$ cat config.mk
export PLATFORM = sky130hd
export DESIGN_NAME = ntt_stage_ctrl
export DESIGN_NICKNAME = d
export VERILOG_FILES = /design/src/rtl/ntt_stage_ctrl.sv
export SDC_FILE = /design/constraint.sdc
export NUM_CORES = 1
export LEC_CHECK = 0
export CAP_MARGIN = 25
export CORE_MARGIN = 2
export CORE_UTILIZATION = 25
export CTS_BUF_LIST = sky130_fd_sc_hd__clkbuf_4
export DETAILED_ROUTE_END_ITERATION = 10
export SYNTH_ARGS = -nofsm -noshare
export SYNTH_HDL_FRONTEND = slang
export SYNTH_SLANG_ARGS = --single-unit
$ cat constraint.sdc
create_clock -name clk -period 8.9 [get_ports clk]
set_input_delay 1.78 -clock clk [delete_from_list [all_inputs] [get_ports clk]]
set_output_delay 1.78 -clock clk [all_outputs]
set_load 0.1 [all_outputs]
$ cat src/rtl/ntt_stage_ctrl.sv
// Stage/group/position sequencer for a shared NTT/INTT butterfly datapath.
// Issues one butterfly per cycle and produces read/write strobes and addresses aligned to the pipeline latencies.
module ntt_stage_ctrl #(
    parameter int N      = 256,
    parameter int LOGN   = 8,
    parameter int AW     = 8,
    parameter int RD_LAT = 1,
    parameter int BF_LAT = 14
) (
    input  logic          clk,
    input  logic          rst,
    input  logic          start,
    input  logic          mode,
    output logic          rd_en,
    output logic [AW-1:0] rd_addr_u,
    output logic [AW-1:0] rd_addr_t,
    output logic [AW-1:0] tw_addr,
    output logic          bf_sel,
    output logic          bf_vld,
    output logic          wr_en,
    output logic [AW-1:0] wr_addr_u,
    output logic [AW-1:0] wr_addr_t,
    output logic          busy,
    output logic          done
);

    localparam int D  = RD_LAT + BF_LAT;
    localparam int SW = (D > 1) ? $clog2(D) : 1;

    localparam logic [1:0] IDLE  = 2'd0;
    localparam logic [1:0] ISSUE = 2'd1;
    localparam logic [1:0] STALL = 2'd2;
    localparam logic [1:0] DONE  = 2'd3;

    localparam logic [AW-1:0] HALF      = AW'(N / 2);
    localparam logic [AW-1:0] ONE       = AW'(1);
    localparam logic [AW-1:0] LAST_S    = AW'(LOGN - 1);
    localparam logic [SW-1:0] STALL_END = SW'(D - 1);
    localparam logic [SW-1:0] S_ONE     = SW'(1);

    logic [1:0]    state;
    logic          mode_q;
    logic [AW-1:0] s, g, p, base, cnt;
    logic [SW-1:0] stall_cnt;

    logic [AW-1:0] half_s, len, u_addr, t_addr, tw;

    // NOTE: every variable is assigned on every path through this block, so no latch can be inferred.
    always_comb begin
        half_s = HALF >> s;
        len    = mode_q ? half_s : (ONE << s);
        u_addr = base + p;
        t_addr = u_addr + len;
        // INTT twiddle is (N>>s)-1-g; at s=0 N wraps to 0 in AW bits, and the modular subtract still lands on N-1-g.
        tw     = mode_q ? ((ONE << s) + g) : ((half_s << 1) - ONE - g);
    end

    assign rd_en     = (state == ISSUE);
    assign rd_addr_u = rd_en ? u_addr : '0;
    assign rd_addr_t = rd_en ? t_addr : '0;
    assign tw_addr   = rd_en ? tw : '0;
    assign busy      = (state == ISSUE) || (state == STALL);
    assign done      = (state == DONE);

    // NOTE: sequential state uses non-blocking assignments so every register samples pre-edge values.
    always_ff @(posedge clk or negedge rst) begin
        if (!rst) begin
            state     <= IDLE;
            mode_q    <= 1'b0;
            s         <= '0;
            g         <= '0;
            p         <= '0;
            base      <= '0;
            cnt       <= '0;
            stall_cnt <= '0;
        end else begin
            case (state)
                IDLE: begin
                    if (start) begin
                        mode_q <= mode;
                        s      <= '0;
                        g      <= '0;
                        p      <= '0;
                        base   <= '0;
                        cnt    <= '0;
                        state  <= ISSUE;
                    end
                end
                ISSUE: begin
                    cnt <= cnt + ONE;
                    if (p == len - ONE) begin
                        p    <= '0;
                        g    <= g + ONE;
                        base <= base + (len << 1);
                    end else begin
                        p <= p + ONE;
                    end
                    if (cnt == HALF - ONE) begin
                        stall_cnt <= '0;
                        state     <= STALL;
                    end
                end
                STALL: begin
                    if (stall_cnt == STALL_END) begin
                        if (s == LAST_S) begin
                            state <= DONE;
                        end else begin
                            s     <= s + ONE;
                            g     <= '0;
                            p     <= '0;
                            base  <= '0;
                            cnt   <= '0;
                            state <= ISSUE;
                        end
                    end else begin
                        stall_cnt <= stall_cnt + S_ONE;
                    end
                end
                DONE:    state <= IDLE;
                default: state <= IDLE;
            endcase
        end
    end

    logic [D-1:0]      vld_sr;
    logic [RD_LAT-1:0] sel_sr;
    logic [AW-1:0]     wu_sr [D];
    logic [AW-1:0]     wt_sr [D];

    // NOTE: the delay lines are reset explicitly so no write strobe from an aborted transform survives reset release.
    always_ff @(posedge clk or negedge rst) begin
        if (!rst) begin
            vld_sr <= '0;
            sel_sr <= '0;
            for (int i = 0; i < D; i++) begin
                wu_sr[i] <= '0;
                wt_sr[i] <= '0;
            end
        end else begin
            vld_sr[0] <= rd_en;
            sel_sr[0] <= rd_en & mode_q;
            wu_sr[0]  <= rd_addr_u;
            wt_sr[0]  <= rd_addr_t;
            for (int i = 1; i < D; i++) begin
                vld_sr[i] <= vld_sr[i-1];
                wu_sr[i]  <= wu_sr[i-1];
                wt_sr[i]  <= wt_sr[i-1];
            end
            for (int i = 1; i < RD_LAT; i++) begin
                sel_sr[i] <= sel_sr[i-1];
            end
        end
    end

    assign bf_vld    = vld_sr[RD_LAT-1];
    assign bf_sel    = sel_sr[RD_LAT-1];
    assign wr_en     = vld_sr[D-1];
    assign wr_addr_u = wu_sr[D-1];
    assign wr_addr_t = wt_sr[D-1];

endmodule

Word-level counts from Yosys, hierarchy flattened:

Cells that the tools add are included.

* bitwise operators: 1
* add/subtract/negate cells: 12
* reduce and logical (&&, ||, !) cells: 11
* eq/ne operators: 13
* muxes and demuxes: 26
* shifts and indexed selects: 2

Operators by type and width (number)
* 8-bit two-way mux: 13
* 8-bit one-hot mux with 3 select lines: 4
* 8-bit by 1-bit adder with 8-bit output (second input constant): 4
* 8-bit adder: 4
* 8-bit one-hot mux with 2 select lines: 1
* 8-bit by 1-bit subtractor with 8-bit output (second input constant): 2
* 8-bit by 3-bit == test with 1-bit output (second input constant): 1
* 8-bit by 7-bit == test with 1-bit output (second input constant): 1
* 8-bit == test: 1
* 2-bit two-way mux: 4
* 4-bit two-way mux: 2
* 2-bit one-hot mux with 4 select lines: 1
* 4-bit one-hot mux with 2 select lines: 1
* 4-bit AND reduction: 2
* 1-bit by 8-bit left shift with 8-bit output (first input constant): 1
* 8-bit by 8-bit >> shifter with 8-bit output (first input constant): 1
* 8-bit subtractor: 1
* 2-bit by 1-bit inequality test with 1-bit output (second input constant): 3
* 2-bit inequality test (second input constant): 3
* 3-bit AND reduction: 2
* 5-bit AND reduction: 1
* 4-bit by 1-bit adder with 4-bit output (second input constant): 1
* 2-bit == test (second input constant): 2
* 4-bit == test (second input constant): 1
* other kinds (7): 8

* register bits after elaboration: 303

Logic depth before layout (Yosys ltp):

Gate-level depths: netlist of the first run.

* depth after elaboration: 6
* mapped depth: 17

Least setup slack after synthesis of the first run:

No wires, ideal clock.

* kind: register to output
* start: register s[4]
* end: output port rd_addr_t[2]
* cell stages (with the launch flop): 9
* required time: 7120 ps
* arrival time: 4628 ps
* setup slack: 2492 ps
* path through: dfrtp_1 or4_1 nor2_1 nand2_1 nor3_1 mux2i_1 fa_1 nor2b_1 nor3b_1

* cells in the longest elaborated chain, start to end: 4
* elaborated cells on any way between the ends: 5
* those cells by class: 1 x add/sub; 2 x shift; 2 x mux

Ends and longest elaborated chain
* start, declared: line 43 `logic [AW-1:0] s, g, p, base, cnt;`
* start signal, assigned: line 108 `s <= s + ONE;`
* 8-bit by 8-bit >> shifter with 8-bit output or 1-bit by 8-bit left shift with 8-bit output (tied branches): line 50, 51
* 8-bit two-way mux (*): line 51 `len = mode_q ? half_s : (ONE << s);`
* 8-bit adder (*): line 53 `t_addr = u_addr + len;`
* 8-bit two-way mux (*): line 60 `assign rd_addr_t = rd_en ? t_addr : '0;`
* end, declared: line 16 `output logic [AW-1:0] rd_addr_t,`

Mark *: on every way between the ends. The rest lies on a longest branch, timed or not.

Final worst setup path of the first run:

* start: register s[4]
* end: output port rd_addr_t[7]

Same word-level chain as after synthesis.

==> results.md, run 1 <==
Yosys:
- The number of library cell types mapped by synthesis is 61.
- Of all flip-flops after synthesis, the portion carrying an async set or reset was 100.0%.
- The net count after synthesis is 877.
- The average instance area after synthesis is 13.32 µm².
- Counting flops and latches in the post-synthesis netlist gives 302.
- Yosys printed 0 warnings.
- The fraction of the yosys area taken by sequential cells is 68.68%.
- The cell area after synthesis is 0.01100 mm².
- The synthesized instance count is 826.
- For this run, the leading register cell type out of synthesis is dfrtp_1.
- In this run, synthesis inferred 0 flip-flops with an integrated enable.

Timing:
- Setup slack on the critical path of the routed design comes to 1250 ps.
- The worst path uses 85.96% of the clock period.
- Setup violations remaining at the end of the flow were counted as 0.
- Static timing analysis puts the maximum clock frequency at 0.1307 GHz.
- For the pin with the worst max-slew slack, the measured transition is 1003 ps.
- The setup TNS is 0 ps.
- The tightest slew margin relative to the limit is 32.92%.
- Setup repair after global routing left no endpoint under its margin.
- The number of pins with negative max-slew slack in the final report is 0.
- Between clock sinks in the finished design, the worst skew comes to 45.18 ps.
- The number of endpoints with negative hold slack in the final report is 0.
- For the finished layout, the period the worst path requires is 7650 ps.

Die:
- The total number of placement rows is 76.
- The starting utilization of the core area is 25.43%.
- 50 I/O pins were placed.
- The die covers 0.04571 mm².
- The area of the core is 0.04327 mm².
- The die boundary height is 213.8 µm.
- The die outline width is 213.8 µm.

Worst setup path:
- The arrival time at the worst endpoint is 5870 ps.
- The kind of capture point of the worst setup path is a primary output.
- The type of the worst setup path is register to primary output.
- The critical path required time is 7120 ps.
- The length in cells of the worst reg-to-reg path is 13.
- The critical register-to-register path endpoint is g[7].
- The worst register-to-register path begins at s[4].
- The largest fanout of any net on the critical path is 6.
- The setup check on the worst reg-to-reg path leaves a slack of 3980 ps.
- The worst setup path is launched from a register.

Layout:
- The final-layout fill cell count is 4398.
- Relative to the synthesized area, the layout overhead comes to 17.96%.
- The net count of the finished layout is 968.
- Once layout is done, the placed cells without fillers occupy 0.01298 mm².
- Cells with a size suffix above 1 make up 14.48% of the layout.
- The multi-input combinational cells in the finished layout cover a total of 0.003108 mm².
- The most common library cell in the layout ignoring fill and taps is dfrtp_1.
- Leaving out fill and tap cells, the most frequent cells in the layout are 302 x dfrtp_1, 107 x clkbuf_4, 67 x nand2_1.
- Cells fill 30.00% of the core in the end.
- The sequential cell area is 0.007557 mm².

Hold path:
- Counting instances, the worst hold path has a depth of 0.
- The worst hold path begins at wt_sr[75].
- The worst hold endpoint is wt_sr[67].
- The path class of the lowest-slack min-delay path is register to register.

Detailed routing:
- For this block, the initial DRC count from the detailed router was 369.
- After detailed routing, the number of remaining DRC violations is 0.
- For this run, the detailed router's first-pass iteration total came to 4.
- The final routed wire length divided by cell count is 12.67 µm.
- Using the TritonRoute via totals, the vias-per-cell ratio works out to 4.116.
- Wires add up to 19590 µm.
- The final route contains 6363 vias.
- The detail route stage leaves a number of antenna-violating nets equal to 0.

Global routing:
- The number of global-route vias before repair is 6505.
- Entering global routing, the biggest net connects 105 pins.
- The number of antenna violations at the first check in global routing is 0.
- The first-pass GRT wire length is 33310 µm.
- Global routing finished with a remaining overflow of 0.
- For this run, the total global-route usage over all layers was measured as 9.153%.

Placement:
- During placement, the flow inserted port buffers numbering 49.
- The final HPWL from detailed placement is 12540 µm.
- The last weighted congestion value of the routability-driven placer is 0.7772.
- The worst slack after detailed placement is 1984 ps.
- The placed cell area is 0.01205 mm².

Pwr:
- The static leakage is 5.812 nW.
- The largest vdd supply drop is 0.07267 mV.
- Power spread over the standard cell area amounts to 191.9 mW/mm².

Clock tree:
- The maximum count of clock buffers along a single path is 3.
- TritonCTS built the clock tree.
- The H-tree was split into 3 levels.
- CTS placed an instance of clkbuf_4 at the clock tree root.
- The number of buffers created by CTS is 76.
- The clock transition time at the flip-flop clock pins of the worst setup and hold paths is 70 ps.
- The number of setup buffers added after CTS is 0.
- For this design, the sink count on the clock tree is 302.
- Gates resized during post-CTS repair numbered 0.
- For this design, the CTS-stage hold fixing added 0 buffers.
- For the worst-skew pair, the clock arrives at the later sink with an insertion delay of 690 ps.

Job:
- The reported max-cap violation count is 0.

Run status:
- The run finished with clean final reports.
## critical path: stages, from the launching register on
cell and delay [ps]:
dfrtp_1 460, or4_1 640, nor2_1 230, nand2_1 130, nor3_1 420, mux2i_1 330, inv_1 230, ha_1 260
a21o_1 180, a21oi_1 210, nor2b_1 70, o21a_1 190, o41ai_1 330, xnor2_1 170, mux2_2 360, clkdlybuf4s50_1 980
## kinds of logic (layout without fill, tap and decap cells)
family / Yosys count / count (layout) / share of synthesized area [%]
adder cells (fa/ha/maj): 47 / 47 / 5.617
AO/OA/AOI/OAI: 127 / 127 / 7.652
flip-flops: 302 / 302 / 68.68
multiplexers: 14 / 14 / 1.342
XOR/XNOR: 30 / 30 / 2.388
buffers and inverters: 74 / 208 / 3.184
AND/OR/NAND/NOR: 232 / 232 / 11.14
other: 0 / 1 / 0
## through the flow
stage	cells	hold WS, ps	total power, W
global route	1545	331.3	0.002637
detailed placement	1423	334.7	0.001429
CTS	1544	325.3	0.002558
floorplan	826	331.2	0.001399
global placement	1423	331.1	0.001428
finish	1546	319.6	0.002491
## sequential cells by signal, indices dropped and copies added (netlist names), 8 cells and up
register   flops
wr_addr_u      8
cnt            8
wr_addr_t      8
p              8
g              8
vld_sr        15
wu_sr        112
wt_sr        112
s              8
## cell usage after synthesis, types with 6 or more instances
master	number	area (µm²)
a21o_1	14	105.1
a21oi_1	30	150.1
a22o_1	6	52.55
and2_1	19	118.9
and3_1	6	37.54
buf_4	16	120.1
clkbuf_1	19	71.32
dfrtp_1	302	7557
ha_1	43	538.0
inv_1	31	116.4
mux2_2	6	67.56
mux2i_1	8	80.08
nand2_1	67	251.5
nand3_1	27	135.1
nand4_1	7	43.79
nor2_1	21	78.83
nor2b_1	15	93.84
nor3_1	27	135.1
o211ai_1	13	97.59
o21ai_0	29	145.1
or2_2	7	43.79
xnor2_1	17	148.9
xor2_1	13	113.9
## how the worst max path moves through the flow
| stage | from | end |
|---|---|---|
| floorplan | s[4] | rd_addr_t[2] |
| global placement | s[4] | rd_addr_t[7] |
| detailed placement | s[4] | rd_addr_t[7] |
| CTS | s[4] | rd_addr_t[7] |
| global route | s[4] | rd_addr_t[7] |
| finish | s[4] | rd_addr_t[7] |
## cell type report
cell class	count	area share [%]
diodes	1	0.01928
clock inverters	14	0.7229
flip-flops and latches	302	58.22
repair buffers	56	4.376
multi-input cells	450	23.94
inverters	31	0.8964
clock buffers	107	6.188
well taps	585	5.639
## layer usage
metal / track usage [%] / wire [µm]
met2: 14.50 / 9491
met1: 11.58 / 8536
met4: 3.760 / 433
met3: 2.929 / 1124
met5: 0 / 0
## where the power goes
group / switching [W] / internal [W] / total [W]
Sequential: 0 / 0.00137 / 0.00137
Combinational: 0.0000255 / 0.00000348 / 0.0000290
Clock: 0.000510 / 0.000579 / 0.00109
Total: 0.000536 / 0.00196 / 0.00249
No activity file was read; power rests on OpenSTA's default activity.
==> run 2, diff against run 1 <==
Settings changed: CAP_MARGIN 25 to 15, CORE_UTILIZATION 25 to 65, PLACE_DENSITY from default to 0.85.
==> run 2 against run 1 <==
  * Sequential share of layout area up 2.2 points
  * Worst hold slack worse by 5.4 ps
  * Register-to-register slack worse by 40 ps
  * Global-route usage increased by 17 points
  * Clock power barely moved
  * Final area fell by 3.6%
  * Combinational power is 7.9% lower
  * Largest cell class unchanged
  * Critical path depth unchanged
  * Non-clock buffer count fell by 3
  * Wire length is 14% higher
==> results.md, run 2 (same netlist as run 1, synthesis figures left out) <==
Detailed routing:
- The final wirelength was 22370 µm (+14%).
- The number of violations reported at the end of detailed-routing iteration 0 came to 609 (+65%).
- The total number of vias is 6745 (+6.0%).
- The final routed wire length divided by cell count is 18.97 µm (+50%).
- The detailed-router iteration count before antenna repair is 7 (+3).
- The detail-routed via count per cell was 5.721 (+39%).
- The final antenna-violating net count is 0 (unchanged).
- The number of DRC violations after detailed routing is 0 (unchanged).

Layout:
- The total area of multi-input combinational cells is 0.003108 mm² (unchanged).
- The largest registers in the layout are wt_sr (112), wu_sr (112), vld_sr (15).
- The sequential cell area is 0.007557 mm² (unchanged).
- The layout net count is 961 (-0.72%).
- The share of post-route cells with drive strength above 1 is 14.09% (-0.39 points).
- Leaving out fill and tap cells, the most frequent cell in the layout is dfrtp_1.
- The final-layout fill cell count came to 1022 (-77%).
- The area growth from synthesis to layout is 13.69%.
- The filler-free cell count of the finished design was 1179 (-24%).
- In the layout the commonest cells are 302 x dfrtp_1, 103 x clkbuf_4, 67 x nand2_1.
- The final standard cell utilization of the core was 75.44% (+45 points).

Worst setup path:
- Walking the worst path, the cells encountered are or4_1 -> nor2_1 -> nand2_1 -> nor3_1 -> mux2i_1 -> inv_1 -> ha_1 -> a21o_1 -> a21oi_1 -> nor2b_1 -> o21a_1 -> o41ai_1 -> xnor2_1 -> mux2_2 -> clkdlybuf4s50_1.
- The worst setup path is launched from a register.
- The largest fanout of any net on the critical path is 6 (unchanged).
- The length in cells of the worst reg-to-reg path is 13 (unchanged).
- The kind of capture point of the worst setup path is a primary output.
- The type of the worst setup path is register to primary output.
- The critical-path cell with the highest stage delay is clkdlybuf4s50_1.
- The arrival time at the worst endpoint was 6020 ps (+150 ps).
- The worst-case register-to-register setup slack came to 3940 ps (-40 ps).
- The critical path required time is 7120 ps (about the same).
- The critical path's largest stage delay is 970 ps (about the same).
- In this run the critical register-to-register path is launched from s[4].
- The startpoint of the worst setup timing path is s[4].
- The critical register-to-register path endpoint is g[7].

Die:
- The die boundary height is 134.1 µm (-37%).
- The starting utilization of the core area is 66.36% (+41 points).
- The count of pins on the block boundary is 50 (unchanged).
- The total number of placement rows is 47 (-38%).
- The area of the die is 0.01799 mm² (-61%).
- The die outline width is 134.1 µm (-37%).
- The area of the core is 0.01658 mm² (-62%).

Placement:
- The last weighted congestion value of the routability-driven placer is 0.8274 (+6.5%).
- The instance count after placement with tap cells included is 1056 (-26%).
- The final HPWL from detailed placement was 13280 µm (+5.9%).
- The number of port buffers is 49 (unchanged).

Clock tree:
- The number of clock sinks is 302 (unchanged).
- The number of cells upsized or downsized after cts came to 0 (unchanged).
- The cell at the root of the clock tree is clkbuf_4.
- TritonCTS built the clock tree.
- The number of H-tree levels is 3 (unchanged).
- The maximum count of clock buffers along a single path is 3 (unchanged).
- The post-CTS setup buffer count is 0 (unchanged).
- The number of buffers created by CTS is 72 (-5.3%).
- The clock network latency to the later pin of the worst-skew pair is 690 ps (about the same).
- The clock transition time at the flip-flop clock pins of the worst setup and hold paths is 70 ps (about the same).
- The number of hold buffers added after CTS was 0 (unchanged).

Timing:
- The maximum clock skew at final layout came to 53.90 ps (+8.719 ps).
- The number of endpoints with negative hold slack in the final report is 0 (unchanged).
- Setup repair after global routing left no endpoint under its margin.
- The setup TNS is 0 ps (unchanged).
- The number of setup violations in the final report was 0 (unchanged).
- The transition at the pin with the smallest max-transition slack is 1151 ps (+147.8 ps).
- The highest achievable clock rate is 0.1282 GHz (-1.9%).
- The clock period minus final worst setup slack is 7798 ps (+147.5 ps).
- The number of pins with negative max-slew slack in the final report came to 0 (unchanged).
- The period utilization is 87.62% (+1.7 points).
- The tightest slew margin relative to the limit is 23.28% (-9.6 points).

Pwr:
- The proportion of power drawn by flip-flops and latches is 54.5% (-0.6 points).
- The internal power consumption is 0.001967 W (+0.63%).
- The relative contribution of combinational cells to total power is 1.1% (about the same).
- The static leakage is 5.801 nW (-0.18%).
- The net switching share of the total power is 21.88% (+0.38 points).
- The net switching component of the power is 0.0005511 W (+2.9%).
- The largest vdd supply drop was 0.1670 mV (+130%).
- The total power divided by cell area is 201.3 mW/mm² (+4.9%).
- The clock share of power was 44.5% (+0.8 points).

Global routing:
- The maximum number of pins on one net before global-route repair was 224 (+110%).
- The number of antenna violations at the first check in global routing was 1 (+1).
- The total global routing overflow is 0 (unchanged).
- The all-layer global routing usage came to 26.38% (+17 points).
- The number of global-route vias before repair was 7136 (+9.7%).
- The first-pass GRT wire length is 36470 µm (+9.5%).

Hold path:
- The worst hold endpoint is wt_sr[28].
- The startpoint identified for the worst hold timing path is wt_sr[36].
- The cell count of the worst hold path is 0 (unchanged).
- The path class of the lowest-slack min-delay path is register to register.

Job:
- The reported max-cap violation count is 0 (unchanged).

Run status:
- The run finished with clean final reports.
-- run 2: stage by stage --
stage	instance area, µm²	hold WS (ps)	power, W	worst slack, ps
floorplan	11000	331.2	0.001399	2492
global placement	11590	331.2	0.001426	2142
detailed placement	11590	334.7	0.001427	1954
CTS	12510	310.9	0.002554	1127
global route	12510	319.7	0.002625	816.6
finish	12510	314.2	0.002518	1102
-- run 2: worst max-delay path by stage --
stage | depth (start not counted) | slack [ps] | end
detailed placement | 15 | 1950 | rd_addr_t[7]
CTS | 15 | 1130 | rd_addr_t[7]
global placement | 15 | 2140 | rd_addr_t[7]
floorplan | 8 | 2490 | rd_addr_t[2]
global route | 15 | 820 | rd_addr_t[7]
finish | 15 | 1100 | rd_addr_t[7]
-- run 2: worst max-delay path: cells and delay by family, from the launching register on --
family          cells  cell delay [ps]
simple gates        5             1630
buf+inv             2             1190
compound gates      4              940
mux                 2              670
flops               1              460
fa+ha+maj           1              260
xor+xnor            1              190
-- run 2: final cells by class --
| cell class | instances | share of cell area, % |
|---|---|---|
| Timing Repair Buffer | 53 | 4.300 |
| Tap cell | 220 | 2.200 |
| Sequential cell | 302 | 60.41 |
| Clock buffer | 103 | 6.181 |
| Multi-Input combinational cell | 450 | 24.84 |
| Clock inverter | 19 | 1.120 |
| Inverter | 31 | 0.9301 |
| Antenna cell | 1 | 0.02000 |
-- run 2: power groups by stage --
stage | Clock (W) | Sequential [W] | Combinational, W
6_report | 0.00112 | 0.00137 | 0.0000267
3_3_place_gp | 0 | 0.00140 | 0.0000274
3_5_place_dp | 0 | 0.00140 | 0.0000284
4_1_cts | 0.00115 | 0.00137 | 0.0000284
2_1_floorplan | 0 | 0.00140 | 0.00000000789
5_1_grt | 0.00122 | 0.00137 | 0.0000330
-- run 2: routing by layer --
metal  vias up  wire length, µm  global-route usage, %
met5         -                0                      0
met4         0              793                  11.99
met3        70             1276                  7.105
met2       292            11700                  44.99
met1      3368             8598                  31.73
li1       3015                -                      -
==> run 3, diff against run 2 <==
Settings changed: CAP_MARGIN 15 to default, SETUP_SLACK_MARGIN from default to 0.02.
==> results of run 3 <==
The final DEF is identical to that of run 2; final timing and power are the same.
